--- config.mk ---
export PLATFORM = sky130hd
export DESIGN_NAME = dtlb_stage_flat
export DESIGN_NICKNAME = d
export VERILOG_FILES = /design/src/rtl/dtlb_stage_pkg.sv /design/src/rtl/dtlb_stage_if.sv /design/src/rtl/dtlb_stage_match.sv /design/src/rtl/dtlb_stage.sv /design/src/flat_wrapper.sv
export SDC_FILE = /design/constraint.sdc
export NUM_CORES = 2
export LEC_CHECK = 0
export ABC_CLOCK_PERIOD_IN_PS = 74900
export BUFFER_PORTS_ARGS = -buffer_cell sky130_fd_sc_hd__buf_2
export CORE_UTILIZATION = 55
export DETAILED_ROUTE_END_ITERATION = 8
export PLACE_DENSITY = 0.72
export SLEW_MARGIN = 10
export SYNTH_ARGS = -nofsm -noshare
export SYNTH_HDL_FRONTEND = slang
export SYNTH_SLANG_ARGS = --single-unit
--- constraint.sdc ---
create_clock -name clk -period 74.9 [get_ports clk]
set_input_delay 11.235 -clock clk [delete_from_list [all_inputs] [get_ports clk]]
set_output_delay 11.235 -clock clk [all_outputs]
set_load 0.05 [all_outputs]
--- src/rtl/dtlb_stage_pkg.sv ---
// Shared definitions for the data-side TLB stage: EntryHi/EntryLo field
// offsets, default geometry, segment decode constants and entry layout.
package dtlb_stage_pkg;

  localparam int TLB_ENTRIES_DEF = 16;
  localparam int IDX_W_DEF       = 4;

  // Pipeline stall vector; this stage honours one bit of it.
  localparam int STALL_W   = 6;
  localparam int STALL_BIT = 4;

  // EntryHi fields
  localparam int EH_VPN2_HI = 31;
  localparam int EH_VPN2_LO = 13;
  localparam int EH_ASID_HI = 7;
  localparam int EH_ASID_LO = 0;

  // EntryLo fields
  localparam int EL_PFN_HI = 25;
  localparam int EL_PFN_LO = 6;
  localparam int EL_C_HI   = 5;
  localparam int EL_C_LO   = 3;
  localparam int EL_D      = 2;
  localparam int EL_V      = 1;
  localparam int EL_G      = 0;

  // Segment decode on vaddr[31:29]
  localparam logic [2:0]  SEG_KSEG0    = 3'b100;
  localparam logic [2:0]  SEG_KSEG1    = 3'b101;
  localparam logic [31:0] KSEG_MASK    = 32'h1FFF_FFFF;
  localparam logic [2:0]  C_CACHEABLE  = 3'd3;

  typedef struct packed {
    logic [19:0] pfn;
    logic [2:0]  c;
    logic        d;
    logic        v;
  } tlb_page_t;

  typedef struct packed {
    logic [18:0] vpn2;
    logic [7:0]  asid;
    logic        g;
    tlb_page_t   lo0;
    tlb_page_t   lo1;
  } tlb_entry_t;

  // Rebuild the architectural EntryLo word for TLBR.
  function automatic logic [31:0] pack_lo(input tlb_page_t p, input logic g);
    return {6'b0, p.pfn, p.c, p.d, p.v, g};
  endfunction

endpackage

--- src/rtl/dtlb_stage_if.sv ---
// Load/store translation bus between the execute stage (master) and the
// data TLB stage (slave). Results are combinational on the same cycle.
interface dtlb_stage_if;

  logic        mem_en;
  logic        mem_we;
  logic [31:0] vaddr;
  logic [7:0]  cur_asid;
  logic [31:0] paddr;
  logic        uncached;
  logic        d_refill;
  logic        d_invalid;
  logic        d_modify;

  modport master (
    output mem_en, mem_we, vaddr, cur_asid,
    input  paddr, uncached, d_refill, d_invalid, d_modify
  );

  modport slave (
    input  mem_en, mem_we, vaddr, cur_asid,
    output paddr, uncached, d_refill, d_invalid, d_modify
  );

endinterface

--- src/rtl/dtlb_stage_match.sv ---
// Single-entry comparator: VPN2/ASID/G match and even/odd page select.
module dtlb_match
  import dtlb_stage_pkg::*;
(
  input  tlb_entry_t  entry,
  input  logic [18:0] vpn2,
  input  logic        odd,
  input  logic [7:0]  asid,
  output logic        hit,
  output tlb_page_t   page
);

  // Global entries ignore the ASID entirely.
  assign hit  = (entry.vpn2 == vpn2) && (entry.g || (entry.asid == asid));
  assign page = odd ? entry.lo1 : entry.lo0;

endmodule

--- src/rtl/dtlb_stage.sv ---
// Data-side translation stage: fully-associative joint TLB (4 KB pages),
// combinational lookup, CP0 TLBWI/TLBWR/TLBP/TLBR support and Random.
// Optional macro DTLB_PERF_EN adds a saturating refill-miss counter.
module dtlb_stage
  import dtlb_stage_pkg::*;
#(
  parameter int TLB_ENTRIES = TLB_ENTRIES_DEF,
  parameter int IDX_W       = IDX_W_DEF
) (
  input  logic               clk,
  input  logic               rst,
  input  logic [STALL_W-1:0] stall,
  dtlb_stage_if.slave        mem,
  input  logic               tlbwi,
  input  logic               tlbwr,
  input  logic               tlbp,
  input  logic [IDX_W-1:0]   tlb_index,
  input  logic [IDX_W-1:0]   wired,
  input  logic               wired_we,
  input  logic [31:0]        entryhi_in,
  input  logic [31:0]        entrylo0_in,
  input  logic [31:0]        entrylo1_in,
  output logic [31:0]        probe_index,
  output logic [31:0]        rd_entryhi,
  output logic [31:0]        rd_entrylo0,
  output logic [31:0]        rd_entrylo1,
  output logic [IDX_W-1:0]   random
`ifdef DTLB_PERF_EN
  ,
  output logic [31:0]        miss_count
`endif
);

  localparam logic [IDX_W-1:0] RAND_TOP = IDX_W'(TLB_ENTRIES - 1);

  tlb_entry_t             entries [TLB_ENTRIES];
  tlb_entry_t             new_entry;
  tlb_entry_t             rd_entry;
  logic [TLB_ENTRIES-1:0] hit;
  logic [TLB_ENTRIES-1:0] probe_hit;
  tlb_page_t              hit_page [TLB_ENTRIES];
  tlb_page_t              sel_page;
  logic                   any_hit;
  logic                   probe_any;
  logic [IDX_W-1:0]       probe_idx;
  logic [IDX_W-1:0]       wr_idx;
  logic                   stalled;
  logic [2:0]             seg;
  logic                   mapped;

  assign stalled = stall[STALL_BIT];

  // Per-entry lookup comparators plus a probe comparator on EntryHi.
  for (genvar i = 0; i < TLB_ENTRIES; i++) begin : g_entry
    dtlb_match u_match (
      .entry (entries[i]),
      .vpn2  (mem.vaddr[31:13]),
      .odd   (mem.vaddr[12]),
      .asid  (mem.cur_asid),
      .hit   (hit[i]),
      .page  (hit_page[i])
    );
    assign probe_hit[i] = (entries[i].vpn2 == entryhi_in[EH_VPN2_HI:EH_VPN2_LO]) &&
                          (entries[i].g ||
                           (entries[i].asid == entryhi_in[EH_ASID_HI:EH_ASID_LO]));
  end

  // Priority encode lookup hits; scanning downward leaves the lowest index.
  always_comb begin
    any_hit  = 1'b0;
    sel_page = '0;
    for (int i = TLB_ENTRIES - 1; i >= 0; i--) begin
      if (hit[i]) begin
        any_hit  = 1'b1;
        sel_page = hit_page[i];
      end
    end
  end

  // Priority encode probe hits, lowest index wins.
  always_comb begin
    probe_any = 1'b0;
    probe_idx = '0;
    for (int i = TLB_ENTRIES - 1; i >= 0; i--) begin
      if (probe_hit[i]) begin
        probe_any = 1'b1;
        probe_idx = IDX_W'(i);
      end
    end
  end

  // Address translation and exception flags; refill > invalid > modify.
  always_comb begin
    seg           = mem.vaddr[31:29];
    mapped        = (seg != SEG_KSEG0) && (seg != SEG_KSEG1);
    mem.paddr     = mem.vaddr & KSEG_MASK;
    mem.uncached  = (seg == SEG_KSEG1);
    mem.d_refill  = 1'b0;
    mem.d_invalid = 1'b0;
    mem.d_modify  = 1'b0;
    if (mapped) begin
      mem.paddr    = any_hit ? {sel_page.pfn, mem.vaddr[11:0]} : 32'h0;
      mem.uncached = any_hit && (sel_page.c != C_CACHEABLE);
      if (mem.mem_en) begin
        if (!any_hit) begin
          mem.d_refill = 1'b1;
        end else if (!sel_page.v) begin
          mem.d_invalid = 1'b1;
        end else if (mem.mem_we && !sel_page.d) begin
          mem.d_modify = 1'b1;
        end
      end
    end
  end

  // Assemble the entry to be written; G is the AND of both halves' G bits.
  always_comb begin
    new_entry          = '0;
    new_entry.vpn2     = entryhi_in[EH_VPN2_HI:EH_VPN2_LO];
    new_entry.asid     = entryhi_in[EH_ASID_HI:EH_ASID_LO];
    new_entry.g        = entrylo0_in[EL_G] & entrylo1_in[EL_G];
    new_entry.lo0.pfn  = entrylo0_in[EL_PFN_HI:EL_PFN_LO];
    new_entry.lo0.c    = entrylo0_in[EL_C_HI:EL_C_LO];
    new_entry.lo0.d    = entrylo0_in[EL_D];
    new_entry.lo0.v    = entrylo0_in[EL_V];
    new_entry.lo1.pfn  = entrylo1_in[EL_PFN_HI:EL_PFN_LO];
    new_entry.lo1.c    = entrylo1_in[EL_C_HI:EL_C_LO];
    new_entry.lo1.d    = entrylo1_in[EL_D];
    new_entry.lo1.v    = entrylo1_in[EL_V];
  end

  // Indexed write takes precedence over random write.
  assign wr_idx = tlbwi ? tlb_index : random;

  // TLB array; writes proceed regardless of stall.
  always_ff @(posedge clk or posedge rst) begin
    if (rst) begin
      for (int i = 0; i < TLB_ENTRIES; i++) begin
        entries[i] <= '0;
      end
    end else if (tlbwi || tlbwr) begin
      entries[wr_idx] <= new_entry;
    end
  end

  // TLBR read port.
  assign rd_entry    = entries[tlb_index];
  assign rd_entryhi  = {rd_entry.vpn2, 5'b0, rd_entry.asid};
  assign rd_entrylo0 = pack_lo(rd_entry.lo0, rd_entry.g);
  assign rd_entrylo1 = pack_lo(rd_entry.lo1, rd_entry.g);

  // Probe result register; samples the array before any same-edge write.
  always_ff @(posedge clk or posedge rst) begin
    if (rst) begin
      probe_index <= 32'h8000_0000;
    end else if (tlbp) begin
      probe_index <= probe_any ? 32'(probe_idx) : 32'h8000_0000;
    end
  end

  // Random counter: counts down to Wired then wraps to the top entry.
  always_ff @(posedge clk or posedge rst) begin
    if (rst) begin
      random <= RAND_TOP;
    end else if (wired_we) begin
      random <= RAND_TOP;
    end else if (!stalled) begin
      if (wired >= RAND_TOP || random == wired) begin
        random <= RAND_TOP;
      end else begin
        random <= random - 1'b1;
      end
    end
  end

`ifdef DTLB_PERF_EN
  // Saturating count of cycles presenting a refill miss downstream.
  always_ff @(posedge clk or posedge rst) begin
    if (rst) begin
      miss_count <= 32'h0;
    end else if (mem.mem_en && !stalled && mem.d_refill && miss_count != 32'hFFFF_FFFF) begin
      miss_count <= miss_count + 32'd1;
    end
  end
`endif

  logic unused_bits;
  assign unused_bits = &{1'b0, stall, entryhi_in[12:8],
                         entrylo0_in[31:26], entrylo1_in[31:26]};

endmodule

--- src/flat_wrapper.sv ---
// flat-port wrapper written by rule: the top's interface ports become plain ports
module dtlb_stage_flat import dtlb_stage_pkg::*;
#(
  parameter int TLB_ENTRIES = TLB_ENTRIES_DEF,
  parameter int IDX_W       = IDX_W_DEF
)
  (clk, rst, stall, tlbwi, tlbwr, tlbp, tlb_index, wired, wired_we, entryhi_in, entrylo0_in, entrylo1_in, probe_index, rd_entryhi, rd_entrylo0, rd_entrylo1, random, mem_mem_en, mem_mem_we, mem_vaddr, mem_cur_asid, mem_paddr, mem_uncached, mem_d_refill, mem_d_invalid, mem_d_modify);
  dtlb_stage_if mem_i ();
  input  logic clk;
  input  logic rst;
  input  logic [STALL_W-1:0] stall;
  input  logic tlbwi;
  input  logic tlbwr;
  input  logic tlbp;
  input  logic [IDX_W-1:0] tlb_index;
  input  logic [IDX_W-1:0] wired;
  input  logic wired_we;
  input  logic [31:0] entryhi_in;
  input  logic [31:0] entrylo0_in;
  input  logic [31:0] entrylo1_in;
  output logic [31:0] probe_index;
  output logic [31:0] rd_entryhi;
  output logic [31:0] rd_entrylo0;
  output logic [31:0] rd_entrylo1;
  output logic [IDX_W-1:0] random;
  input wire logic [$bits(mem_i.mem_en)-1:0] mem_mem_en;
  input wire logic [$bits(mem_i.mem_we)-1:0] mem_mem_we;
  input wire logic [$bits(mem_i.vaddr)-1:0] mem_vaddr;
  input wire logic [$bits(mem_i.cur_asid)-1:0] mem_cur_asid;
  output wire logic [$bits(mem_i.paddr)-1:0] mem_paddr;
  output wire logic [$bits(mem_i.uncached)-1:0] mem_uncached;
  output wire logic [$bits(mem_i.d_refill)-1:0] mem_d_refill;
  output wire logic [$bits(mem_i.d_invalid)-1:0] mem_d_invalid;
  output wire logic [$bits(mem_i.d_modify)-1:0] mem_d_modify;
  assign mem_i.mem_en = mem_mem_en;
  assign mem_i.mem_we = mem_mem_we;
  assign mem_i.vaddr = mem_vaddr;
  assign mem_i.cur_asid = mem_cur_asid;
  assign mem_paddr = mem_i.paddr;
  assign mem_uncached = mem_i.uncached;
  assign mem_d_refill = mem_i.d_refill;
  assign mem_d_invalid = mem_i.d_invalid;
  assign mem_d_modify = mem_i.d_modify;
  dtlb_stage #(.TLB_ENTRIES(TLB_ENTRIES), .IDX_W(IDX_W)) u_core (.clk(clk), .rst(rst), .stall(stall), .mem(mem_i), .tlbwi(tlbwi), .tlbwr(tlbwr), .tlbp(tlbp), .tlb_index(tlb_index), .wired(wired), .wired_we(wired_we), .entryhi_in(entryhi_in), .entrylo0_in(entrylo0_in), .entrylo1_in(entrylo1_in), .probe_index(probe_index), .rd_entryhi(rd_entryhi), .rd_entrylo0(rd_entrylo0), .rd_entrylo1(rd_entrylo1), .random(random));
endmodule
[After elaboration in Yosys (flattened, before gate mapping)]
Cells that the tools add are included.
Widths: inputs -> output; s select.
Word-level totals
  flip-flop bits (word level): 1284
  output and inout port bits: 168
Cells by class
  add/sub/neg operators: 1
  magnitude comparators: 4
  eq/ne operators: 70
  mux-type cells: 106
  bitwise logic cells: 3
  reductions and logical operators: 71
Operators by type and width (count)
  $bwmux 1248: 1
  $mux 25: 32
  $eq 19x19->1: 32
  $bmux 78 s4: 1
  $demux 78 s4: 1
  $eq 8x8->1: 32
  $mux 78: 3
  $mux 32: 3
  $mux 4: 20
  $mux 1: 45
  $logic_and 1x1->1: 36
  $logic_or 1x1->1: 34
  $ge 5x5->1 const B: 2
  $not 4->5: 2
  $ne 3x3->1 const B: 2
  $lt 5x1->1 const B: 1
  $eq 4x4->1: 1
  $ge 4x4->1 const B: 1
  $sub 4x1->4 const B: 1
  $eq 3x3->1 const B: 1
  $ne 3x2->1 const B: 1
  $ne 2x1->1 const B: 1
  $and 1x1->1: 1
  $logic_not 1->1: 1

[Depth between registers and ports, before layout]
  depth after elaboration: 26
  depth in mapped cells: 13
  depth with buffers taken out: 9

[Cells and area by module]
From an unflattened synthesis, not the netlist that was laid out.
Second synthesis, totals
  cell total of the unflattened synthesis: 5674
  area total of the unflattened synthesis: 75033.2 um^2
Modules (own cells, without submodules)
  dtlb_stage: times used 1, cells an instance 4634, area an instance 65484.1 um^2
  dtlb_match: times used 16, cells an instance 65, area an instance 596.8 um^2

[Worst setup path before layout]
Ideal clock, no wire load.
  path kind: input to output
  start: in mem_vaddr[20]
  end: out mem_paddr[30]
  data arrival time: 14.037 ns
  required time: 63.665 ns
  path slack: 49.628 ns
  stages on the path: 11
  buffers on the path: 2
  cells stage by stage: buf_2 buf_6 xor2_1 nor4_1 nand2_1 nor4b_4 nand3_1 a221oi_1 o311ai_1 a221o_1 a21boi_1
On the way
  word-level cells in the longest chain between the ends: 20
Ends and longest elaborated chain
  start: declaration: line flat_wrapper.sv:28  | input wire logic [$bits(mem_i.vaddr)-1:0] mem_vaddr;
  $eq 19x19->1: line dtlb_stage_match.sv:14  | assign hit = (entry.vpn2 == vpn2) && (entry.g || (entry.asid == asid));
  $logic_and 1x1->1: line dtlb_stage_match.sv:14
  $mux 25 / $mux 1 (equally long branches) (16 in a row): line dtlb_stage.sv:73  | if (hit[i]) begin
  $mux 32 *: line dtlb_stage.sv:102  | mem.paddr = any_hit ? {sel_page.pfn, mem.vaddr[11:0]} : 32'h0;
  $mux 32 *: line dtlb_stage.sv:101  | if (mapped) begin
  end: declaration: line flat_wrapper.sv:30  | output wire logic [$bits(mem_i.paddr)-1:0] mem_paddr;
Mark *: on every way between the ends. The rest lies on a longest branch, timed or not.

[Final worst setup path]
  start: in mem_vaddr[25]
  end: out mem_paddr[29]
The elaborated chain is that of the path after synthesis.

==> key figures <==
Die
  • Die X: 372 microns
  • I/O pin count: 326
  • Initial Utilization: 55.5%
  • Chip height: 372 microns
  • Die area: 138000 sq um
  • Row cnt: 135
  • CORE AREA: 136000 sq um

Global routing
  • Vias in the first global route: 53500
  • Met3 Usage GRT: 11.0%
  • GRT busiest layer: met2
  • Grt met1 use: 47.6%
  • Total Routing Usage GR: 36.6%
  • Largest net degree at the start of global routing: 125
  • First-pass GRT wire length: 369000 microns
  • Global-route track usage on met2: 54.2%
  • Initial antenna violation count: 30
  • Grt ovf: 0

Worst setup path
  • RR Startpoint: u_core.random[0]
  • Crit path required time: 63.67 ns
  • Crit path DAT: 17.02 ns
  • CP endpoint kind: primary output
  • Worst-path fanout max: 29
  • Worst Setup SP: mem_vaddr[25]
  • Worst Path Class, Setup: in2out
  • Startpoint types: input pin

Status
  • Failing checks: capacitance limit
  • Run status: complete, but fails checks

Synth
  • EDFF count, synth: 0
  • Flip-flop and latch count after synthesis: 1257
  • Largest area contributor in the synthesized netlist: dfrtp_1
  • Ranking of synthesized cells by area: dfrtp_1 (42%), mux2_2 (20%), mux4_2 (12%), xor2_1 (8.1%), mux2i_1 (2.8%)
  • Share of flip-flops with an asynchronous set or reset: 100%
  • Register area share after synthesis: 41.8%
  • Top-area cell type share of the netlist area: 41.6%
  • Mean area per synthesized cell: 12.9 sq um
  • Netlist Area Pre-Place: 75300 sq um
  • Top FF cell, synth: dfrtp_1
  • Synth cell types: 76
  • Syn Inst Count: 5820
  • YS warnings: 0

Power
  • Peak supply drop: 24.3 uV
  • Pleak: 0.0348 uW
  • Pwr/cell area: 32.3 nW/um^2

STA
  • Minimum clock period: 28.25 ns
  • Max-slew violation count: 0
  • Max-slew headroom: 0.736%
  • Worst Tran Pin Value: 1.48 ns
  • Final Hold Vio Count: 0
  • Achievable frequency: 35.4 MHz
  • Worst setup margin: 46.65 ns
  • Final Cycle Share: 37.7%
  • Clk_skew: 0.0223 ns
  • RSZ-0062 raised after global routing: false
  • Final setup viols: 0
  • Total negative setup slack: 0 ns

Clock network
  • Clock Path Buffers: 3
  • Worst skew pair latency: 0.79 ns
  • Post CTS Setup Buffer Count: 0
  • CTS Sinks: 1257
  • Post_cts resized: 0
  • Hold_buf cts: 0
  • Htree depth: 4
  • CTS buffer count: 141
  • CTS tree: done
  • Clk slew on worst S/H paths: 0.05 ns
  • Root Driver: clkbuf_16

Cells and area
  • Final Instance Count excl. Fillers: 7665
  • Register area: 31500 sq um
  • Fillers: 10700
  • Area Overhead vs Synth: 8.92%
  • Nets: 5916
  • Layout cells sized above 1: 40.9%
  • Multi-input logic area: 41200 sq um

Place
  • Dpl hpwl: 156000 microns
  • I/O Buffers: 259
  • RePlAce Congestion: 0.973
  • Inst Count DP: 7395
  • Dpl ws: 47.10 ns

Drt
  • ANT nets after route: 0
  • Vias post-DR: 53700
  • Routed Wire Length: 253000 microns
  • Iteration-0 DRC Markers: 6242
  • Drc violations: 0
  • DRT Pass-1 Iters: 6
  • Detail-routed via count per cell: 7.00
  • DR WL/cell: 33.1 microns

Job
  • Max Cap Viol: 1

Worst hold path
  • Min-Delay Path Class: reg2reg
  • Worst Hold Launch: u_core.entries[415]
cells by family after synthesis:
family	share of synthesized area, %
DFF	41.8
buffers and inverters	3.91
muxes	34.8
xor gates and xnor gates	10.1
AOI/OAI and AO/OA	4.53
other	0.00498
adders and majority gates	0.0166
and+or+nand+nor	4.85
worst max-delay path: stages:
cell	delay [ns]
buf_2	0.80
xnor2_1	0.26
nand4_1	0.14
nor4_1	1.23
and3_2	0.35
buf_4	0.59
or2_2	0.81
a2111oi_0	0.26
a2111oi_0	0.60
a21oi_1	0.12
o21a_1	0.31
buf_2	0.25
Yosys cell counts, types with 6 or more instances:
library cell,count
a21oi_1,82
a211oi_1,71
a2111oi_0,22
a311oi_1,25
dfrtp_1,1252
and3_1,6
a32o_1,17
o21ai_0,51
mux4_2,390
buf_1,136
buf_2,86
nand2b_1,6
inv_1,14
nor2_1,29
clkbuf_1,300
nor4_1,227
a311o_1,20
o221ai_1,23
a221oi_1,20
a31oi_1,9
and2_1,24
nand3_1,51
nand4_1,47
buf_4,59
o22ai_1,21
o211ai_1,8
buf_6,34
or3_1,6
o21ai_1,17
nand2_1,93
o31ai_1,25
xnor2_1,173
mux2i_1,213
xor2_1,695
mux2_2,1356
nor3_1,50
a221o_1,18
nor2b_1,65
power breakdown:
part	internal [uW]	total [uW]	switching (uW)	leakage, uW
clock	428	727	299	0.00238
combinational	412	786	373	0.0171
sequential	896	1140	242	0.0154
total	1740	2650	914	0.0348
registers in the layout, summed over array words and instances, names as in the netlist:
name	count
u_core.entries	1248
u_core.probe_index	5
u_core.random	4
routing by layer:
metal	up-vias	share of wire, %
met2	3219	45
met1	28000	38
li1	21500	-
met3	851	11
met4	28	6.5
met5	-	0.075
final cells by class:
class | instances | share of cell area (%)
antenna | 13 | 0.0397
clock buffer | 204 | 5.06
clock inverter | 53 | 0.842
inverter | 14 | 0.0733
multi-input combinational | 3977 | 50.3
sequential | 1257 | 38.4
tap | 1781 | 2.72
timing repair buffer | 366 | 2.62
stage by stage:
step / instance area (sq um) / util [%] / hold WS, ns / power (uW)
floorplan: 75400 / - / 0.487 / 1670
global placement: 77100 / 56.9 / 0.501 / 1870
detailed placement: 77100 / 56.9 / 0.508 / 1910
CTS: 82000 / 60.4 / 0.520 / 2630
global route: 82000 / 60.4 / 0.535 / 2750
finish: 82000 / 60.4 / 0.520 / 2650
final timing paths:
kind	slack, ns	to	cells past startpoint
setup / recovery	46.65	mem_paddr[29]	12
hold / removal	0.52	u_core.entries[415]	1
setup reg to reg	70.99	u_core.entries[160]	5
hold reg to reg	0.52	u_core.entries[415]	1
max in group asynchronous	60.29	u_core.entries[1181]	6
min in group asynchronous	10.53	u_core.entries[1041]	2
placed cells by master, fill, tap and decap left out, types with 19 or more instances in the layout:
cell	synthesis	routed
buf_2	86	254
conb_1	1	44
a21oi_1	82	81
a311oi_1	25	25
mux2_2	1356	1356
clkbuf_16	0	143
o22ai_1	21	21
mux4_2	390	390
xor2_1	695	695
dfrtp_1	1252	1252
nor4_1	227	227
clkbuf_8	0	34
clkbuf_1	300	27
nor2b_1	65	64
nor3_1	50	47
o31ai_1	25	25
nand3_1	51	48
a221oi_1	20	20
clkinv_2	0	25
xnor2_1	173	173
nand2_1	93	82
a211oi_1	71	71
o21ai_0	51	51
a2111oi_0	22	22
nand4_1	47	47
a311o_1	20	20
nor2_1	29	29
buf_4	59	107
and2_1	24	19
mux2i_1	213	213
o221ai_1	23	23
(Power assumes the default switching activity.)
